`src/rtl/nfu_add_acc_piped.sv`:
```
// rtl/nfu_add_acc_piped.sv - registered adder tree plus group accumulator with saturating output
module nfu_add_acc_piped #(
  parameter int N      = 16,
  parameter int TN     = 16,
  parameter int LOG_TN = 4,
  parameter int ACC_W  = 32
) (
  input  logic            clk,
  input  logic            rst_n,
  input  logic [TN*N-1:0] prod_in,
  input  logic            in_valid,
  input  logic            in_last,
  output logic            in_ready,
  output logic [N-1:0]    sum_out,
  output logic            sat_out,
  output logic            out_valid,
  input  logic            out_ready
);

  localparam logic signed [ACC_W-1:0] SAT_MAX = {{(ACC_W-N+1){1'b0}}, {(N-1){1'b1}}};
  localparam logic signed [ACC_W-1:0] SAT_MIN = {{(ACC_W-N+1){1'b1}}, {(N-1){1'b0}}};

  logic en;
  logic out_valid_q, out_valid_d;
  logic sat_q, sat_d;
  logic [N-1:0] sum_q, sum_d;
  logic signed [ACC_W-1:0] acc_q, acc_d;
  logic first_q, first_d;

  // A pending output that the consumer refuses freezes the whole pipeline.
  assign en       = !(out_valid_q && !out_ready);
  assign in_ready = en;

  for (genvar k = 1; k <= LOG_TN; k++) begin : g_st
    localparam int W   = N + k;
    localparam int CNT = TN >> k;
    logic signed [W-1:0] sum_d_s [CNT];
    logic signed [W-1:0] sum_q_s [CNT];
    logic vld_d, last_d, vld_q, last_q;

    if (k == 1) begin : g_in
      for (genvar i = 0; i < CNT; i++) begin : g_add
        logic [N-1:0] a, b;
        assign a = prod_in[2*i*N +: N];
        assign b = prod_in[(2*i+1)*N +: N];
        assign sum_d_s[i] = {a[N-1], a} + {b[N-1], b};
      end
      assign vld_d  = in_valid && en;
      assign last_d = in_valid && in_last;
    end else begin : g_mid
      for (genvar i = 0; i < CNT; i++) begin : g_add
        assign sum_d_s[i] = {g_st[k-1].sum_q_s[2*i][W-2],   g_st[k-1].sum_q_s[2*i]}
                          + {g_st[k-1].sum_q_s[2*i+1][W-2], g_st[k-1].sum_q_s[2*i+1]};
      end
      assign vld_d  = g_st[k-1].vld_q;
      assign last_d = g_st[k-1].last_q;
    end

    always_ff @(posedge clk or negedge rst_n) begin
      if (!rst_n) begin
        vld_q  <= 1'b0;
        last_q <= 1'b0;
        for (int j = 0; j < CNT; j++) sum_q_s[j] <= '0;
      end else if (en) begin
        vld_q   <= vld_d;
        last_q  <= last_d;
        sum_q_s <= sum_d_s;
      end
    end
  end

  logic signed [N+LOG_TN-1:0] tree_sum;
  logic tree_vld, tree_last;
  logic signed [ACC_W-1:0] tree_ext, acc_base, acc_next;

  assign tree_sum  = g_st[LOG_TN].sum_q_s[0];
  assign tree_vld  = g_st[LOG_TN].vld_q;
  assign tree_last = g_st[LOG_TN].last_q;
  assign tree_ext  = ACC_W'(tree_sum);
  assign acc_base  = first_q ? '0 : acc_q;
  assign acc_next  = acc_base + tree_ext;

  always_comb begin
    acc_d       = acc_q;
    first_d     = first_q;
    sum_d       = sum_q;
    sat_d       = sat_q;
    out_valid_d = en ? 1'b0 : out_valid_q;
    if (en && tree_vld) begin
      if (tree_last) begin
        out_valid_d = 1'b1;
        acc_d       = '0;
        first_d     = 1'b1;
        if (acc_next > SAT_MAX) begin
          sum_d = SAT_MAX[N-1:0];
          sat_d = 1'b1;
        end else if (acc_next < SAT_MIN) begin
          sum_d = SAT_MIN[N-1:0];
          sat_d = 1'b1;
        end else begin
          sum_d = acc_next[N-1:0];
          sat_d = 1'b0;
        end
      end else begin
        acc_d   = acc_next;
        first_d = 1'b0;
      end
    end
  end

  always_ff @(posedge clk or negedge rst_n) begin
    if (!rst_n) begin
      acc_q       <= '0;
      first_q     <= 1'b1;
      sum_q       <= '0;
      sat_q       <= 1'b0;
      out_valid_q <= 1'b0;
    end else begin
      acc_q       <= acc_d;
      first_q     <= first_d;
      sum_q       <= sum_d;
      sat_q       <= sat_d;
      out_valid_q <= out_valid_d;
    end
  end

  assign sum_out   = sum_q;
  assign sat_out   = sat_q;
  assign out_valid = out_valid_q;

endmodule

```
`config.mk`:
```
export PLATFORM = sky130hd
export DESIGN_NAME = nfu_add_acc_piped
export DESIGN_NICKNAME = d
export VERILOG_FILES = /design/src/rtl/nfu_add_acc_piped.sv
export SDC_FILE = /design/constraint.sdc
export NUM_CORES = 1
export LEC_CHECK = 0
export CAP_MARGIN = 10
export CELL_PAD_IN_SITES_DETAIL_PLACEMENT = 2
export CELL_PAD_IN_SITES_GLOBAL_PLACEMENT = 2
export CORE_AREA = 4 4 190 376
export DETAILED_ROUTE_END_ITERATION = 8
export DIE_AREA = 0 0 194 380
export HOLD_SLACK_MARGIN = 0.15
export PLACE_DENSITY_LB_ADDON = 0.2
export SLEW_MARGIN = 20
export SYNTH_ARGS = -nofsm -noshare
export SYNTH_HDL_FRONTEND = slang
export SYNTH_SLANG_ARGS = --single-unit
```
`constraint.sdc`:
```
create_clock -name clk -period 5 [get_ports clk]
set_input_delay 0.5 -clock clk [delete_from_list [all_inputs] [get_ports clk]]
set_output_delay 0.5 -clock clk [all_outputs]
set_load 0.01 [all_outputs]
```
==> results of run 1 <==
==> worst reg2reg max path, stage by stage, from the launching register on <==
cell,delay [ns]
dfstp_2,0.68
buf_4,0.35
nor2b_1,0.09
ha_1,0.41
a21oi_1,0.32
o21ai_1,0.21
a22oi_1,0.29
nor3b_1,0.32
a21oi_1,0.17
a221oi_1,0.34
xnor2_1,0.21
and3_1,0.19
nand4_1,0.19
o31ai_4,0.23
buf_4,0.26
a221o_1,0.18
==> cell families (layout without fill, tap and decap cells) <==
family          after synthesis  count (layout)  share of synthesized area
xor+xnor                    174             174                    0.06437
fa+ha+maj                   298             298                     0.1618
compound gates              793             793                     0.2125
flops                       325             325                     0.3419
buf+inv                     228             500                    0.03707
simple gates                914             914                     0.1810
mux                           3               3                   0.001472
==> registers in the layout, summed over array words and instances (netlist names) <==
signal	cells
sat_out	1
g_st.vld_q	4
first_q	1
acc_q	32
sum_out	16
out_valid	1
g_st.sum_q_s	266
g_st.last_q	4
==> worst min path at each step <==
stage	startpoint	to	slack, ns	cells after the start
final	g_st[2].last_q	g_st[2].last_q	0.47	2
after global routing	g_st[2].last_q	g_st[2].last_q	0.50	2
after CTS	g_st[2].last_q	g_st[2].last_q	0.48	2
after detailed placement	g_st[2].last_q	g_st[2].last_q	0.46	2
after global placement	g_st[3].vld_q	g_st[3].vld_q	0.45	2
after floorplan	rst_n	acc_q[0]	0.20	0
==> layout by cell type (no fill, tap or decap), types with 36 or more instances in the layout <==
cell type	count
nor2b_1	58
nor3_1	59
nand3_1	65
o21ai_0	163
clkdlybuf4s50_1	278
inv_1	143
o31ai_1	60
xnor2_1	99
ha_1	282
a21oi_1	273
a211oi_1	36
xor2_1	74
dfrtp_1	324
a21o_1	42
nand2_1	278
and3_1	57
nor2_1	265
==> cell type report <==
cell class              instances  area (µm²)  area share
well taps                     897        1122     0.03917
flip-flops and latches        325        8134      0.2839
clock inverters                13       132.6    0.004629
repair buffers                297        2964      0.1034
inverters                     144       548.0     0.01913
multi-input cells            2182       14780      0.5160
clock buffers                  46       967.2     0.03376
==> layer usage <==
layer | part of all wire | routed length (µm) | track usage
met5 | 0 | 0 | 0
met4 | 0.031 | 2405 | 0.06138
met3 | 0.023 | 1802 | 0.01665
met2 | 0.57 | 43630 | 0.4197
met1 | 0.38 | 28950 | 0.2157
==> power breakdown <==
group          total (mW)  leakage [nW]  internal (mW)  switching [mW]
registers            4.89          3.82           3.95           0.946
clock network        2.62         0.550           1.47            1.14
logic                11.8          8.53           5.00            6.82
total                19.3          12.9           10.4            8.91
==> what timing repair did <==
action / 4_1_cts / 5_1_grt
endpoints found under the hold margin: 88 / 0
buffers inserted: 0 / 0
gates resized for setup: 0 / 0
hold buffers: 1 / 0
setup endpoints to repair: 0 / 0
==> metrics.cfg, run 1 <==
[outcome]
status = complete, no violations

[yosys]
yosys.area.top_type_share = 0.3408
ys_warn_count = 0
avgSynthCellArea_um2 = 8.699
synth_nets = 3294
synth_cells = 2735
synth-main-ff-cell = dfrtp_1
synth_area_leader_cell = dfrtp_1
synth_seq_area_share = 0.3419
synthTopCellsByCount = dfrtp_1, ha_1, nand2_1, a21oi_1, nor2_1
synth-edff-count = 0
ys_ff_latch = 325
netlist_area_mm2 = 0.02379
synth.distinct_cells = 70
synth_area_leaders = dfrtp_1, ha_1, a21oi_1
synth-async-reset-ratio = 1.000
yosysMostFrequentCell = dfrtp_1

[global_routing]
antenna_found_initial = 1
grt_overflow = 0
track_usage = 0.2043
grt_pass1_vias = 24320
grt_pass1_wl_um = 126300
grt_start_max_net_pins = 165

[power]
total_power_mw = 19.33
peakVddDrop_v = 0.0004427
power_density_mw_per_mm2 = 674.6
p_leak_nw = 12.90

[drt]
firstDrtPassIters = 4
drt_iter0_drc = 518
detail-route-antenna-nets = 0
via_per_inst = 5.429
wl_per_cell_um = 19.67
routed-via-count = 21200
routed_wl_um = 76780
drc = 0

[setup_path]
worstReg2RegEnd = sum_out[1]
crit_path_end_kind = flop
rr_worst_depth = 15
cp_cell_sequence = buf_4 -> nor2b_1 -> ha_1 -> a21oi_1 -> o21ai_1 -> a22oi_1 -> nor3b_1 -> a21oi_1 -> a221oi_1 -> xnor2_1 -> and3_1 -> nand4_1 -> o31ai_4 -> buf_4 -> a221o_1
cp_top_family = compound AO/OA/AOI/OAI gates
startpoint_type = flop
r2r_slack_ns = 0.50
required_ns = 5.49
startpoint = first_q
crit_path_top_delay_cell = dfstp_2
cp.depth = 15
rr_startpoint = first_q
crit_path_max_fanout = 21
worst-path-buf-inv = 2
worst-setup-path-type = reg -> reg
crit_end = sum_out[1]
critPathArrivalTime_ns = 4.99
cp_slowest_stage_delay_ns = 0.68

[clock_tree]
cts_tree = yes
clockBufferDepth = 3
cts_buffers = 35
clkSinkCount = 325
path_clk_slew_ns = 0.06
clk_latency_ns = 0.56
htreeDepth = 2
cts-root-buf = clkbuf_16

[timing]
period_share = 0.9002
tightest_slew_ns = 0.9112
fin_skew_ns = 0.02663
rsz0062_at_grt = false
max_slew_margin = 0.3768
holdWs_ns = 0.4699
min_period_ns = 4.501
max_freq_ghz = 0.2222
setup_ws_ns = 0.4988
final_hold_viol_count = 0
setup_violations = 0
drv_slew = 0
finalSetupTns_ns = 0

[placement]
dpl-instance-area_mm2 = 0.02754
pre_cts_slack_ns = 0.4042
portBuffers = 279
dp_cells = 3844
hpwlAfterDp_um = 60730
gp_congestion = 0.8507

[layout]
post-route-util = 0.4168
drive_above_1_share = 0.03459
instances_no_fill = 3904
stdcell_area_mm2 = 0.02865
area_growth_pct = 20.42
n_fill_cell = 7554
final_nets = 3544
antenna_cells = 0

[die]
die_w_um = 194
std_cell_rows = 136
dieArea_mm2 = 0.07372
core-area_mm2 = 0.06875
die_height_um = 380
start_util = 0.3461
ioPinCount = 280

[worst_hold_path]
hold_class = reg -> reg

[flow_run]
max_cap_violations = 0

Power figures use the tool's default switching activity.
==> inputs of run 2 (changes only) <==
--- a/config.mk
+++ b/config.mk
@@ -5,12 +5,13 @@
 export SDC_FILE = /design/constraint.sdc
 export NUM_CORES = 1
 export LEC_CHECK = 0
-export CAP_MARGIN = 10
+export CAP_MARGIN = 15
 export CELL_PAD_IN_SITES_DETAIL_PLACEMENT = 2
 export CELL_PAD_IN_SITES_GLOBAL_PLACEMENT = 2
-export CORE_AREA = 4 4 190 376
+export CORE_AREA = 4 4 187 371
+export CTS_BUF_LIST = sky130_fd_sc_hd__clkbuf_4 sky130_fd_sc_hd__clkbuf_8
 export DETAILED_ROUTE_END_ITERATION = 8
-export DIE_AREA = 0 0 194 380
+export DIE_AREA = 0 0 191 375
 export HOLD_SLACK_MARGIN = 0.15
 export PLACE_DENSITY_LB_ADDON = 0.2
 export SLEW_MARGIN = 20
==> constraint.sdc (replaced) <==
create_clock -name clk -period 4.9 [get_ports clk]
set_input_delay 0.49 -clock clk [delete_from_list [all_inputs] [get_ports clk]]
set_output_delay 0.49 -clock clk [all_outputs]
set_load 0.01 [all_outputs]
==> run 2 against run 1 <==
Compared with the run above:
- worst hold slack lost 0.059 ns
- die area fell by 2.8%
- via count is 1.6% higher
- register-to-register slack got worse by 0.06 ns
- critical path type unchanged
==> metrics.cfg, run 2 (same netlist as run 1, synthesis figures left out) <==
[outcome]
status = complete, no violations

[setup_path]
rr_worst_depth = 15  ; unchanged
crit_path_frequent_cell = buf_4
cp.depth = 15  ; unchanged
critPathArrivalTime_ns = 4.99  ; about the same
cp_slowest_stage_delay_ns = 0.61  ; -0.07 ns
worst-setup-path-type = reg -> reg
required_ns = 5.43  ; -0.06 ns
crit_path_end_kind = flop
crit_path_max_fanout = 21  ; unchanged
crit_path_top_delay_cell = dfstp_2
cp_cell_sequence = buf_4 -> nor2b_1 -> ha_1 -> a21oi_1 -> o21ai_1 -> a22oi_1 -> nor3b_1 -> a31oi_1 -> xor2_1 -> nand4b_1 -> nor4_1 -> buf_4 -> and4b_1 -> a31oi_4 -> a221o_1
cp_top_family = compound AO/OA/AOI/OAI gates
startpoint_type = flop
worst-path-buf-inv = 2  ; unchanged

[drt]
routed-via-count = 21530  ; +1.6%
routed_wl_um = 80370  ; +4.7%
top_layer = met4
dr_wl_met3_um = 2028  ; +13%
drt_iter0_drc = 479  ; -7.5%
met2_length_um = 46380  ; +6.3%
drc = 0  ; unchanged
firstDrtPassIters = 6  ; +2
wl_per_cell_um = 20.43  ; +3.9%
via_per_inst = 5.473  ; +0.80%
drt-met1-wl_um = 28980  ; +0.11%
detail-route-antenna-nets = 0  ; unchanged

[clock_tree]
clockBufferDepth = 3  ; unchanged
ctsResizeCount = 0  ; unchanged
cts_setup_buffers = 0  ; unchanged
clk_latency_ns = 0.66  ; +0.10 ns
clkSinkCount = 325  ; unchanged
htreeDepth = 2  ; unchanged
cts_buffers = 54  ; +54%
cts_hold_buffers = 1  ; unchanged
cts-root-buf = clkbuf_8
cts_tree = yes
path_clk_slew_ns = 0.07  ; about the same

[global_routing]
track_usage = 0.2218  ; +0.01756
grt_pass1_wl_um = 129600  ; +2.6%
antenna_found_initial = 1  ; unchanged
grt_overflow = 0  ; unchanged
grt_pass1_vias = 24860  ; +2.2%
grt_start_max_net_pins = 188  ; +14%

[die]
die_height_um = 375  ; -1.3%
ioPinCount = 280  ; unchanged
start_util = 0.3575  ; +0.01136
die_w_um = 191  ; -1.5%
std_cell_rows = 134  ; -1.5%
core-area_mm2 = 0.06656  ; -3.2%
dieArea_mm2 = 0.07163  ; -2.8%

[layout]
drive_above_1_share = 0.04985  ; +0.01527
final_common_cell = dfrtp_1
stdcell_area_mm2 = 0.02881  ; +0.55%
post-route-util = 0.4328  ; +0.01603
final_nets = 3564  ; +0.56%
layout_common_cells = dfrtp_1, ha_1, nand2_1, clkdlybuf4s50_1, a21oi_1
largest_reg_flops = 266  ; unchanged
area_growth_pct = 21.08
instances_no_fill = 3934  ; +0.77%
top_register = g_st.sum_q_s

[power]
total_power_mw = 20.05  ; +3.7%
power_density_mw_per_mm2 = 695.9  ; +3.2%
peakVddDrop_v = 0.0003364  ; -24%
p_leak_nw = 13.02  ; +0.91%

[placement]
hpwlAfterDp_um = 63020  ; +3.8%
gp_congestion = 0.8492  ; -0.18%
dpl-instance-area_mm2 = 0.02756  ; about the same
dp_cells = 3832  ; -0.31%
portBuffers = 279  ; unchanged

[timing]
max_freq_ghz = 0.2243  ; +0.95%
drv_slew = 0  ; unchanged
min_period_ns = 4.459  ; -0.04252 ns
setup_violations = 0  ; unchanged
tightest_slew_ns = 1.008  ; +0.09707 ns
fin_skew_ns = 0.03509  ; +0.008457 ns
rsz0062_at_grt = false
max_slew_margin = 0.3105  ; -0.06638
final_hold_viol_count = 0  ; unchanged
finalSetupTns_ns = 0  ; unchanged
period_share = 0.9099  ; +0.009695

[worst_hold_path]
hold_depth = 3  ; +1
hold_class = in -> reg

[flow_run]
max_cap_violations = 0  ; unchanged

-- run 2: worst reg2reg max path, stage by stage, from the launching register on --
cell and delay (ns):
dfstp_2 0.61, buf_4 0.32, nor2b_1 0.10, ha_1 0.41, a21oi_1 0.32, o21ai_1 0.22, a22oi_1 0.32, nor3b_1 0.30
a31oi_1 0.16, xor2_1 0.21, nand4b_1 0.20, nor4_1 0.23, buf_4 0.16, and4b_1 0.23, a31oi_4 0.21, a221o_1 0.34
-- run 2: layout make-up --
| class | count | area, µm² |
|---|---|---|
| inverter | 144 | 548.0 |
| timing repair buffer | 298 | 2993 |
| multi-input combinational | 2182 | 14780 |
| tap | 884 | 1106 |
| sequential | 325 | 8134 |
| clock buffer | 85 | 1076 |
| fill | 7394 | 37750 |
| clock inverter | 15 | 165.2 |
| antenna | 1 | 2.502 |
-- run 2: power by group --
group	internal (mW)	switching (mW)	leakage [nW]	total (mW)
registers	4.03	0.980	3.82	5.01
clock network	1.56	1.22	0.651	2.78
logic	5.14	7.13	8.55	12.3
-- run 2: routing by layer --
| metal | track usage | up-vias |
|---|---|---|
| li1 | - | 10340 |
| met4 | 0.07568 | 0 |
| met2 | 0.4625 | 342 |
| met1 | 0.2198 | 10720 |
| met5 | 0 | - |
| met3 | 0.02188 | 131 |
-- run 2: path summary, 6_finish.rpt --
check                                     from                  end  slack [ns]
max                                    first_q           sum_out[2]        0.44
min                                    in_last       g_st[1].last_q        0.41
max reg2reg                            first_q           sum_out[2]        0.44
min reg2reg                g_st[1].sum_q_s[34]  g_st[1].sum_q_s[34]        0.48
max in group asynchronous                rst_n  g_st[2].sum_q_s[69]        3.33
min in group asynchronous                rst_n   g_st[2].sum_q_s[0]        0.44
-- run 2: per-stage QoR --
stage / setup slack [ns] / hold slack (ns)
2_1_floorplan: 0.8322 / 0.1944
3_3_place_gp: 0.5714 / 0.4493
3_5_place_dp: 0.3840 / 0.4599
4_1_cts: 0.4460 / 0.3505
5_1_grt: 0.06647 / 0.3830
6_report: 0.4413 / 0.4113
